[src/rtl/gf2m_result_unloader.sv]
// rtl/gf2m_result_unloader.sv - captures a GF(2^m) product on done rise and streams it MSD-first
// Word 0 carries the zero-padded top digit; reset is synchronous active-high.
module gf2m_result_unloader #(
    parameter int DIGITAL    = 32,
    parameter int DATA_WIDTH = 163,
    parameter int IDXW       = 4
) (
    input  logic                  clk,
    input  logic                  rst,
    input  logic                  in_done,
    input  logic [DATA_WIDTH-1:0] in_t_i_j,
    output logic [DIGITAL-1:0]    out_data,
    output logic                  out_valid,
    input  logic                  out_ready,
    output logic                  out_last,
    output logic [IDXW-1:0]       out_index,
    output logic                  busy,
    output logic                  overrun,
    input  logic                  clr_overrun
);

    localparam int              WORDS    = (DATA_WIDTH / DIGITAL) + 1;
    localparam int              PWIDTH   = WORDS * DIGITAL;
    localparam logic [IDXW-1:0] LAST_IDX = IDXW'(WORDS - 1);

    typedef enum logic [1:0] {
        S_IDLE = 2'b00,
        S_SEND = 2'b01
    } state_t;

    state_t              r_state;
    state_t              w_next;
    logic                r_done_d;
    logic [PWIDTH-1:0]   r_shreg;
    logic [IDXW-1:0]     r_index;
    logic                r_overrun;
    logic                w_rise;
    logic                w_sending;
    logic                w_last;
    logic                w_xfer;

    assign w_rise    = in_done & ~r_done_d;
    assign w_sending = (r_state == S_SEND);
    assign w_last    = w_sending && (r_index == LAST_IDX);
    assign w_xfer    = w_sending & out_ready;

    always_ff @(posedge clk) begin
        if (rst) begin
            r_state <= S_IDLE;
        end else begin
            r_state <= w_next;
        end
    end

    always_comb begin
        w_next = S_IDLE;
        case (r_state)
            S_IDLE:  w_next = w_rise ? S_SEND : S_IDLE;
            S_SEND:  w_next = (w_xfer && w_last) ? S_IDLE : S_SEND;
            default: w_next = S_IDLE;
        endcase
    end

    always_ff @(posedge clk) begin
        if (rst) begin
            r_done_d  <= 1'b0;
            r_shreg   <= '0;
            r_index   <= '0;
            r_overrun <= 1'b0;
        end else begin
            r_done_d <= in_done;
            if ((r_state == S_IDLE) && w_rise) begin
                r_shreg <= PWIDTH'(in_t_i_j);
                r_index <= '0;
            end else if (w_xfer) begin
                // Clearing on the final word keeps out_data at zero while idle.
                if (w_last) begin
                    r_shreg <= '0;
                    r_index <= '0;
                end else begin
                    r_shreg <= r_shreg << DIGITAL;
                    r_index <= r_index + IDXW'(1);
                end
            end
            if (w_rise && w_sending) begin
                r_overrun <= 1'b1;
            end else if (clr_overrun) begin
                r_overrun <= 1'b0;
            end
        end
    end

    assign out_data  = r_shreg[PWIDTH-1 -: DIGITAL];
    assign out_valid = w_sending;
    assign busy      = w_sending;
    assign out_last  = w_last;
    assign out_index = r_index;
    assign overrun   = r_overrun;

endmodule

[config.mk]
export PLATFORM = sky130hd
export DESIGN_NAME = gf2m_result_unloader
export DESIGN_NICKNAME = d
export VERILOG_FILES = /design/src/rtl/gf2m_result_unloader.sv
export SDC_FILE = /design/constraint.sdc
export NUM_CORES = 1
export LEC_CHECK = 0
export CORE_UTILIZATION = 45
export DETAILED_ROUTE_END_ITERATION = 10
export PLACE_DENSITY = 0.84
export SETUP_SLACK_MARGIN = 0.2
export SYNTH_ARGS = -nofsm -noshare
export SYNTH_HDL_FRONTEND = slang
export SYNTH_SLANG_ARGS = --single-unit
[constraint.sdc]
create_clock -name clk -period 1.7 [get_ports clk]
set_clock_uncertainty 0.1 [all_clocks]
set_input_delay 0.17 -clock clk [delete_from_list [all_inputs] [get_ports clk]]
set_output_delay 0.17 -clock clk [all_outputs]
set_load 0.02 [all_outputs]
=== Word-level counts from Yosys, hierarchy flattened ===
Cells that the tools add are included.

* Register bits: 200
* Latch bits: 0
* Memory bits (writable): 0
* ROM bits: 0
* Input bits: 168
* Output and inout port bits: 40
* Word-level logic and storage cells: 29
* Memories: 0

* Add/subtract/negate cells: 1
* Multipliers: 0
* Divide/modulo/power cells: 0
* Magnitude comparators: 0
* Eq/ne operators: 2
* Shift operators: 0
* Mux-type cells: 9
* Bitwise gates (word level): 3
* Reductions and logical operators: 8

{| class="wikitable"
|+ Operators by type and width
! kind !! count
|-
| 163-bit 2-to-1 mux || 2
|-
| 192-bit 2-to-1 mux || 1
|-
| 4-bit by 1-bit adder with 4-bit output (second input constant) || 1
|-
| 4-bit by 3-bit == test with 1-bit output (second input constant) || 1
|-
| 1-bit logical AND || 4
|-
| 1-bit 2-to-1 mux || 4
|-
| 4-bit 2-to-1 mux || 1
|-
| 2-bit nonzero test || 2
|-
| 1-bit AND || 2
|-
| 2-bit by 1-bit == test with 1-bit output (second input constant) || 1
|-
| 2-bit logical NOT || 1
|-
| 1-bit case mux with 2 select lines || 1
|-
| 2-bit OR reduction || 1
|-
| 1-bit inverter || 1
|}

=== Depth between registers and ports, before layout ===
Gate-level depths: netlist of the first run.

* Word-level depth: 5
* Gate-level depth with buffers: 7
* Mapped depth without buffers: 5

=== Worst setup path after synthesis of the first run ===
OpenSTA, ideal clock, no wires.

* Path kind: register to output
* Start: reg r_index[0] (netlist: out_index[0])
* End: out out_last
* Arrival time: 1.535 ns
* Path slack: -0.105 ns
* Stages on the path, launching flop included: 6
* Buffers on the path: 2
* Path through: dfxtp_1 ha_1 nand3b_1 buf_2 buf_2 nor2_1

* Cells in the longest elaborated chain, start to end: 2

{| class="wikitable"
|+ Ends and longest elaborated chain
! element !! RTL line !! source
|-
| from (decl) || 35 || <nowiki>logic [IDXW-1:0] r_index;</nowiki>
|-
| from (signal assigned) || 82 || <nowiki>r_index <= r_index + IDXW'(1);</nowiki>
|-
| 4-bit by 3-bit == test with 1-bit output || 44 || <nowiki>assign w_last = w_sending && (r_index == LAST_IDX);</nowiki>
|-
| 1-bit logical AND || 44 ||
|-
| to (decl) || 15 || <nowiki>output logic out_last,</nowiki>
|}

No other way between the ends.

=== Worst setup path in the final report of the first run ===
* Start: reg r_index[1] (netlist: out_index[1])
* End: out out_last

The elaborated chain is that of the path after synthesis.

==> impl_metrics.tcl, run 1 <==
set metrics [dict create \
    synthXorXnorAreaFrac_pct 0 \
    regArea_um2 4000 \
    cts_tree "done" \
    synthSimpleGateAreaFrac_pct 33.9 \
    path_max_fanout 5 \
    post-dp-hpwl_mm 17.7 \
    rsz0062_at_grt "true" \
    drcViolationCount 0 \
    root_buffer "clkbuf_16" \
    crit_type "flip-flop to output pin" \
    synthArstFlopShare_pct 0 \
    grt_pass1_wl_mm 42.3 \
    synth_top_cells_by_area "dfxtp_1 (45%), nor4_2 (12%), a21oi_1 (9.3%)" \
    reg2reg_to "r_shreg[160]" \
    synth_compound_area_share_pct 12.0 \
    cp-end-kind "output pin" \
    viasPerCell 5.79 \
    powerDensity_nw_per_um2 905 \
    via_count 8632 \
    numCtsBuffers 17 \
    synth_area_um2 8840 \
    pre_cts_ws_ps -270 \
    routabilityCongestion 0.817 \
    drtIter0Drc 600 \
    grt_usage_pct 26.7 \
    regToRegSetupSlack_ps -10 \
    status "complete, but fails checks" \
    yosysSeqAreaShare_pct 45.1 \
    ys_top_cells_by_count "dfxtp_1 (199), a21oi_1 (165), nor3_1 (163)" \
    leakage_nw 4.66 \
    nets 1387 \
    antenna_found_initial 0 \
    avgSynthCellArea_um2 8.42 \
    synth_seq_cells 199 \
    rows 50 \
    grt_max_degree 54 \
    fp.dieH_um 142 \
    synthCells 1049 \
    drtPass1Iterations 5 \
    fin_crit_sh_pct 102 \
    drt-total-wl_mm 28.5 \
    multiInputGateArea_um2 4850 \
    switching_power_w 0.00340 \
    p_clk_share_pct 34.9 \
    yosysMostFrequentCell "dfxtp_1" \
    clkTransAtPathRegs_ps 80 \
    synth_fa_ha_area_share_pct 0.283 \
    ff2ff_path_depth 9 \
    synth_edf_count 0 \
    start_util_pct 46.6 \
    area_growth_pct 47.9 \
    p_seq_share_pct 45.3 \
    fill_cells 1370 \
    io_buffers 207 \
    timing.final.ws_setup_ps -26.0 \
    layout_min_cycle_time_ps 1730 \
    ios 208 \
    core_area_um2 19000 \
    final_util_pct 68.9 \
    cts.sinks 199 \
    violations "setup timing" \
    clock_path_buffers 2 \
    ant_nets 0 \
    ys.flop_type "dfxtp_1" \
    synth_cell_types 28 \
    worstMarginPinSlew_ps 384 \
    p_sw_share_pct 28.7 \
    peakVddDrop_uv 707 \
    n_antenna_cell 0 \
    holdCritPathClass "input pin to flip-flop" \
    synth_nets 1219 \
    arrival_ps 1460 \
    final_max_slew_viol_count 0 \
    rr_startpoint "out_index[1]" \
    max_freq_ghz 0.579 \
    yosysTopAreaCell "dfxtp_1" \
    dieArea_um2 20200 \
    ys_warn_count 0 \
    maxCapViolCount 0 \
    muxShareOfSynthArea_pct 0 \
    setup_viol 2 \
    maxSlewHeadroom_pct 74.2 \
    endpoint "out_last" \
    routedWlPerCell_um 19.1 \
    cp-startpoint "out_index[1]" \
    synth_top_family_by_area "simple AND/OR/NAND/NOR gates" \
    hold_viol 0 \
    synth_top_area_share_pct 45.1 \
    die_width_um 142 \
    clock_latency_ps 440 \
    cp_data_required_time_ps 1430 \
    p_comb_share_pct 19.7 \
    p_int_w 0.00844 \
    layout-drive-gt1-share_pct 27.2 \
    htree_levels 4 \
    grt_pass1_vias 8209 \
    overflow 0 \
    critPathLaunchType "flip-flop" \
]
==> power groups by stage <==
| stage | Sequential [W] | Clock, W | Combinational [W] |
|---|---|---|---|
| detailed placement | 0.00541 | 0 | 0.00212 |
| floorplan | 0.00533 | 0 | 0.00132 |
| CTS | 0.00533 | 0.00413 | 0.00221 |
| global placement | 0.00540 | 0 | 0.00207 |
| finish | 0.00536 | 0.00413 | 0.00234 |
| global route | 0.00539 | 0.00432 | 0.00250 |
==> sequential cells by signal (all words and copies together) (netlist names) <==
register	cells
overrun	1
out_index	4
r_done_d	1
r_state	1
r_shreg	192
==> worst min path at each step <==
stage	from	end	slack (ps)	cells past startpoint
2_1_floorplan	out_ready	r_state[0]	160	1
3_3_place_gp	r_shreg[178]	r_shreg[178]	340	2
3_5_place_dp	r_shreg[187]	r_shreg[187]	350	2
4_1_cts	in_t_i_j[6]	r_shreg[6]	170	3
5_1_grt	in_t_i_j[31]	r_shreg[31]	180	3
6_report	in_t_i_j[6]	r_shreg[6]	170	3
==> layout make-up <==
class / instances / area share [%]
flip-flops and latches: 199 / 30.6
repair buffers: 293 / 25.3
well taps: 260 / 2.49
multi-input cells: 704 / 37.1
inverters: 2 / 0.0574
clock inverters: 15 / 1.26
clock buffers: 17 / 3.26
==> stage by stage <==
stage	hold slack, ps	TNS [ps]	area [µm²]	total power, W	instances
after floorplan	155	0	9110	0.00666	1049
after global placement	339	-32910	11500	0.00747	1433
after detailed placement	346	-38590	11500	0.00753	1433
after CTS	167	0	12600	0.0117	1481
after global routing	178	-265	13100	0.0122	1490
final	170	-39.0	13100	0.0118	1490
==> critical path: stages (launching register included) <==
cell	delay, ps
dfxtp_4	350
inv_2	60
ha_4	130
nand3b_1	100
buf_6	160
nor2_4	90
buf_6	120
==> timing repair <==
| item | in CTS | in global routing |
|---|---|---|
| setup buffers | 9 | 3 |
| hold endpoints to repair | 7 | 0 |
| resized for setup | 136 | 54 |
| pin swaps | 27 | 37 |
| gates cloned | 6 | 6 |
| setup endpoints to repair | 233 | 202 |
| hold buffers | 1 | 0 |
==> kinds of logic (layout without fill, tap and decap cells) <==
logic type               Yosys count  after routing
AO/OA/AOI/OAI                    201            201
adder cells (fa/ha/maj)            2              2
buffers and inverters            146            327
flip-flops                       199            199
AND/OR/NAND/NOR                  501            501
==> layout by cell type (no fill, tap or decap), types with 2 or more instances in the layout <==
cell type and n:
dfxtp_1 196, clkdlybuf4s50_1 166, nor3_1 157, nor4_2 94
nor2_1 86, a21oi_1 84, nand2_1 63, nand3_1 62
a21oi_2 45, a21oi_4 36, buf_4 34, dlygate4sd2_1 34
buf_12 32, o22ai_1 31, clkbuf_16 23, nor2_2 13
buf_6 9, nor3_2 6, nor4_1 5, inv_6 5
buf_16 5, nand3b_1 4, clkinvlp_4 3, dfxtp_4 3
buf_2 3, nor2_4 2, nand2b_1 2, clkinv_2 2
clkinv_4 2, bufinv_16 2, buf_8 2
==> layer usage <==
| metal | GRT usage (%) | part of all wire [%] | vias to the layer above |
|---|---|---|---|
| met5 | 0 | 0 | - |
| met4 | 11.4 | 3.0 | 0 |
| met3 | 5.65 | 6.5 | 56 |
| met2 | 44.2 | 49 | 375 |
| met1 | 33.6 | 42 | 4128 |
| li1 | - | - | 4073 |
No activity file was read; power rests on OpenSTA's default activity.
==> run 2: changes to the inputs <==
- CORE_ASPECT_RATIO: default -> 1.5
- CORE_UTILIZATION: 45 -> 50
- PLACE_DENSITY: 0.84 -> 0.88
- clock period: 1.7 -> 1.8 ns (I/O delays scaled with it)
==> run 2 against run 1 <==
  * The run now fails in global routing
  * Synthesized cell count is the same
  * Area after synthesis unchanged
==> impl_metrics.tcl, run 2 <==
set metrics [dict create \
    yosysSeqAreaShare_pct 45.1 \
    synth_top_family_by_area "simple AND/OR/NAND/NOR gates" \
    htree_levels 4 \
    die_width_um 111 \
    endpoint_type "register data pin" \
    rows 59 \
    start_util_pct 50.9 \
    grt-worst-endpoint "r_shreg[91]$_SDFFE_PP0P_/D" \
    synthSimpleGateAreaFrac_pct 33.9 \
    io_buffers 207 \
    avgSynthCellArea_um2 8.42 \
    ys.flop_type "dfxtp_1" \
    muxShareOfSynthArea_pct 0 \
    post-dp-hpwl_mm 17.1 \
    ys_top_cells_by_count "dfxtp_1 (199), a21oi_1 (165), nor3_1 (163)" \
    synth_compound_area_share_pct 12.0 \
    cts.sinks 199 \
    stop_stage "global routing" \
    synth_fa_ha_area_share_pct 0.283 \
    synth_area_um2 8840 \
    numCtsBuffers 17 \
    routabilityCongestion 0.835 \
    synthArstFlopShare_pct 0 \
    root_buffer "clkbuf_16" \
    yosysMostFrequentCell "dfxtp_1" \
    yosysTopAreaCell "dfxtp_1" \
    ios 208 \
    synthXorXnorAreaFrac_pct 0 \
    fp.dieH_um 165 \
    synth_top_cells_by_area "dfxtp_1 (45%), nor4_2 (12%), a21oi_1 (9.3%)" \
    synthCells 1049 \
    synth_edf_count 0 \
    ys_warn_count 0 \
    status "stopped before the end" \
    grt_max_degree 67 \
    synth_top_area_share_pct 45.1 \
    stop_error "[ERROR DPL-0038] Utilization greater than 100%, impossible to legalize" \
    synth_seq_cells 199 \
    synth_nets 1219 \
    synth_cell_types 28 \
    clock_path_buffers 2 \
]
-- run 2: what timing repair did --
action	CTS
buffers inserted	53
gates resized for setup	415
cloned	47
pin swaps	79
hold buffers	1
endpoints found under the hold margin	3
endpoints found under the setup margin	223
-- run 2: through the flow --
stage	utilization (%)	setup slack [ps]	std cells	instance area, µm²
2_1_floorplan	-	193	1049	8850
3_3_place_gp	64.5	-83.8	1385	11200
3_5_place_dp	64.5	-133	1385	11200
4_1_cts	85.9	10.6	1518	14900
-- run 2: logic make-up after synthesis --
family,count (synthesis)
buffers and inverters,146
and+or+nand+nor,501
adders and majority gates,2
AOI/OAI and AO/OA,201
DFF,199
==> run 3: changes to the inputs <==
- CORE_ASPECT_RATIO: 1.5 -> default
- CORE_UTILIZATION: 50 -> 40
- PLACE_DENSITY: 0.88 -> default
- PLACE_DENSITY_LB_ADDON: default -> 0.15
- SETUP_SLACK_MARGIN: 0.2 -> default
==> run 3 against run 2 <==
  * The run now ends clean
==> impl_metrics.tcl, run 3 (same netlist as run 1, synthesis figures left out) <==
set metrics [dict create \
    maxCapViolCount 0 \
    nets 1369 \
    via_count 7935 \
    p_clk_share_pct 34.0 \
    largest_reg_flops 192 \
    p_sw_share_pct 28.3 \
    layout-drive-gt1-share_pct 16.5 \
    htree_levels 4 \
    final_common_cell "clkdlybuf4s50_1" \
    critPathLaunchType "flip-flop" \
    powerDensity_nw_per_um2 885 \
    arrival_ps 1940 \
    largest-register "r_shreg" \
    drtPass1Iterations 5 \
    routedWlPerCell_um 17.2 \
    clock_path_buffers 2 \
    status "completed" \
    grt_pass1_vias 7659 \
    holdCritPathClass "input pin to flip-flop" \
    holdWs_ps 197 \
    drt-total-wl_mm 25.7 \
    core_area_um2 21800 \
    switching_power_w 0.00301 \
    p_int_w 0.00763 \
    fill_cells 2039 \
    drtIter0Drc 420 \
    clock_latency_ps 430 \
    path_max_fanout 26 \
    fp.dieH_um 151 \
    cts_tree "done" \
    numCtsBuffers 17 \
    root_buffer "clkbuf_16" \
    grt_pass1_wl_mm 40.6 \
    maxSlewHeadroom_pct 70.1 \
    overflow 0 \
    final_util_pct 55.2 \
    antenna_found_initial 2 \
    final_max_slew_viol_count 0 \
    grt_max_degree 85 \
    clkTransAtPathRegs_ps 80 \
    hold_viol 0 \
    start_util_pct 40.6 \
    routabilityCongestion 0.774 \
    layout_min_cycle_time_ps 1720 \
    ios 208 \
    rows 54 \
    fin_crit_sh_pct 95.6 \
    post-dp-hpwl_mm 17.7 \
    leakage_nw 4.28 \
    crit_type "flip-flop to flip-flop" \
    grt_usage_pct 23.0 \
    area_growth_pct 36.0 \
    die_width_um 151 \
    mostFrequentLayoutCells "clkdlybuf4s50_1 (200), dfxtp_1 (196), a21oi_1 (165)" \
    drcViolationCount 0 \
    cp_data_required_time_ps 2020 \
    cp-end-kind "flip-flop" \
    setup_viol 0 \
    p_comb_share_pct 19.1 \
    cts.sinks 199 \
    max_freq_ghz 0.581 \
    io_buffers 207 \
    p_seq_share_pct 46.9 \
    peakVddDrop_uv 616 \
    viasPerCell 5.31 \
    dieArea_um2 22700 \
    worstMarginPinSlew_ps 449 \
    ant_nets 0 \
]
==> run 3: worst paths after layout <==
| path | slack [ps] | depth (start not counted) | end | from |
|---|---|---|---|---|
| hold / removal | 200 | 3 | r_shreg[12] | in_t_i_j[12] |
| hold reg to reg | 350 | 2 | r_shreg[189] | r_shreg[189] |
| setup / recovery | 80 | 8 | r_shreg[34] | out_index[1] |
| setup reg to reg | 80 | 8 | r_shreg[34] | out_index[1] |
==> run 3: timing repair <==
item	in CTS	in global routing
setup endpoints to repair	5	113
endpoints found under the hold margin	14	0
cloned	0	1
setup buffers	0	3
hold buffers	1	0
resized for setup	8	16
pin swaps	0	3
==> run 3: critical path, cell delays in order, from the launching register on <==
cell	delay (ps)
dfxtp_2	330
inv_2	60
ha_4	120
nand3b_1	150
buf_4	190
buf_12	150
o21bai_4	210
clkbuf_16	220
nor3_1	60
==> run 3: per-stage QoR <==
| step | setup slack (ps) | total power [W] | setup TNS (ps) | cells | cell area, µm² |
|---|---|---|---|---|---|
| after global routing | -3.99 | 0.0111 | -3.99 | 1492 | 12000 |
| final | 79.8 | 0.0106 | 0 | 1494 | 12000 |
| after detailed placement | -117 | 0.00711 | -8970 | 1455 | 11400 |
| after global placement | -63.4 | 0.00708 | -6140 | 1455 | 11400 |
| after floorplan | 16.6 | 0.00624 | 0 | 1049 | 8840 |
| after CTS | 1.09 | 0.0107 | 0 | 1488 | 11900 |
==> run 3: power groups by stage <==
stage          Clock [W]  Sequential [W]  Combinational [W]
2_1_floorplan          0         0.00502            0.00122
3_3_place_gp           0         0.00508            0.00200
3_5_place_dp           0         0.00509            0.00202
4_1_cts          0.00368         0.00499            0.00203
5_1_grt          0.00388         0.00503            0.00222
6_report         0.00362         0.00499            0.00203
==> run 3: metal layers <==
layer	wire length [µm]	track usage (%)	vias up	part of all wire, %
li1	-	-	4033	-
met1	12400	32.8	3702	48
met2	11700	35.2	186	46
met3	1230	4.55	14	4.8
met4	293	6.15	0	1.1
met5	0	0	-	0
==> run 3: layout make-up <==
| class | count | area (µm²) | share of cell area (%) |
|---|---|---|---|
| flip-flops and latches | 199 | 3990 | 33.2 |
| inverters | 2 | 7.51 | 0.0625 |
| repair buffers | 275 | 2980 | 24.8 |
| multi-input cells | 704 | 4140 | 34.5 |
| diodes | 2 | 5.00 | 0.0417 |
| clock inverters | 14 | 115 | 0.958 |
| clock buffers | 18 | 429 | 3.57 |
| well taps | 280 | 350 | 2.92 |
==> run 4: changes to the inputs <==
- CORE_UTILIZATION: 40 -> 35
- CTS_CLUSTER_DIAMETER: default -> 30
==> run 4 against run 3 <==
  * Sequential share of layout area is 0.62 points lower
  * Clock power is 13% higher
  * Routed wire length is 4.7% higher
  * Setup slack worse by 5.1 ps
  * Global-route usage is 2.4 points lower
  * Clock-buffer cell count stayed put
  * Maximum frequency is 0.29% lower
  * Largest cell class unchanged
==> impl_metrics.tcl, run 4 (same netlist as run 1, synthesis figures left out) <==
set metrics [dict create \
    cp_data_required_time_ps 2040 \
    busiest_layer "met2" \
    fill_cells 2410 \
    leakage_nw 4.38 \
    ios 208 \
    final_common_cell "clkdlybuf4s50_1" \
    layout_min_cycle_time_ps 1730 \
    dp.cells 1500 \
    dieArea_um2 25900 \
    fin_crit_sh_pct 95.8 \
    maxCapViolCount 0 \
    grt_max_degree 78 \
    setup_tns_ps 0 \
    max_freq_ghz 0.580 \
    p_clk_share_pct 36.8 \
    area_growth_pct 38.5 \
    clkTransAtPathRegs_ps 80 \
    arrival_ps 1970 \
    fp.dieH_um 161 \
    numCtsBuffers 17 \
    holdCritPathClass "input pin to flip-flop" \
    nets 1371 \
    p_total_w 0.0111 \
    peakVddDrop_uv 657 \
    grt_pass1_vias 7546 \
    clock_latency_ps 430 \
    holdWs_ps 190 \
    grt_use_met1_pct 30.2 \
    path_max_fanout 10 \
    largest-register "r_shreg" \
    rsz0062_at_grt "false" \
    status "completed" \
    worstMarginPinSlew_ps 362 \
    grt_use_met2_pct 30.9 \
    use_met3_pct 3.15 \
    critPathLaunchType "flip-flop" \
    cts_tree "done" \
    drcViolationCount 0 \
    grt_usage_pct 20.7 \
    clock_path_buffers 2 \
    core_area_um2 24500 \
    p_sw_share_pct 27.2 \
    grt_pass1_wl_mm 42.3 \
    final_max_slew_viol_count 0 \
    mostFrequentLayoutCells "clkdlybuf4s50_1 (200), dfxtp_1 (197), a21oi_1 (162)" \
    antenna_found_initial 3 \
    ant_nets 0 \
    largest_reg_flops 192 \
    cp-end-kind "flip-flop" \
    root_buffer "clkbuf_16" \
    regToRegSetupSlack_ps 70 \
    die_width_um 161 \
    post-dp-hpwl_mm 18.4 \
    setup_viol 0 \
    hold_viol 0 \
    start_util_pct 36.0 \
    routedWlPerCell_um 17.5 \
    p_seq_share_pct 44.9 \
    io_buffers 207 \
    drtIter0Drc 435 \
    layout-drive-gt1-share_pct 17.0 \
    drt-total-wl_mm 26.9 \
    switching_power_w 0.00302 \
    drtPass1Iterations 4 \
    htree_levels 4 \
    routabilityCongestion 0.753 \
    crit_type "flip-flop to flip-flop" \
    overflow 0 \
    maxSlewHeadroom_pct 75.8 \
    layoutNonFillerInstCount 1540 \
    cts.sinks 199 \
    viasPerCell 5.16 \
    rows 57 \
    p_comb_share_pct 18.3 \
    via_count 7954 \
    powerDensity_nw_per_um2 907 \
    p_int_w 0.00809 \
]
==> run 4: per-stage QoR <==
stage | setup WS [ps] | instance area (µm²) | util (%)
finish | 74.7 | 12200 | 49.9
global route | 0.128 | 12200 | 49.9
CTS | 6.47 | 12100 | 49.2
detailed placement | -99.4 | 11400 | 46.6
global placement | -106 | 11400 | 46.6
floorplan | 16.6 | 8840 | -
==> run 4: power groups by stage <==
stage / logic, W / clock network (W) / registers [W]
final: 0.00203 / 0.00408 / 0.00499
after global routing: 0.00222 / 0.00436 / 0.00503
after CTS: 0.00204 / 0.00417 / 0.00498
after detailed placement: 0.00203 / 0 / 0.00508
after global placement: 0.00202 / 0 / 0.00507
after floorplan: 0.00122 / 0 / 0.00502
==> run 4: worst paths after layout <==
path / start / to / cells past startpoint
max: out_index[1] / r_shreg[123] / 9
max reg2reg: out_index[1] / r_shreg[123] / 9
min reg2reg: r_shreg[184] / r_shreg[184] / 2
min: in_t_i_j[31] / r_shreg[31] / 3
==> run 4: timing repair <==
action / CTS / global route
gates resized for setup: 7 / 21
hold buffers: 1 / 0
gates cloned: 0 / 3
pin swaps: 1 / 6
setup endpoints to repair: 4 / 116
buffers inserted: 1 / 1
hold endpoints to repair: 20 / 0
==> run 4: final cells by class <==
| class | count | area [µm²] | area share (%) |
|---|---|---|---|
| multi-input cells | 704 | 4150 | 33.9 |
| clock buffers | 18 | 439 | 3.59 |
| inverters | 2 | 7.51 | 0.0613 |
| diodes | 2 | 5.00 | 0.0409 |
| well taps | 324 | 405 | 3.31 |
| flip-flops and latches | 199 | 3990 | 32.6 |
| repair buffers | 277 | 3060 | 25.0 |
| clock inverters | 14 | 185 | 1.51 |
==> run 4: layer usage <==
metal,up-vias,part of all wire [%]
li1,4030,-
met1,3707,50
met2,191,45
met3,24,3.9
met4,2,1.4
met5,-,0.045
==> run 4: critical path, stage by stage, from the launching register on <==
cell and delay [ps]:
dfxtp_2 320, inv_1 40, ha_1 190, nand3b_1 160, buf_6 160, buf_12 110, clkbuf_16 160, a21oi_1 70
buf_4 150, nor4_2 190
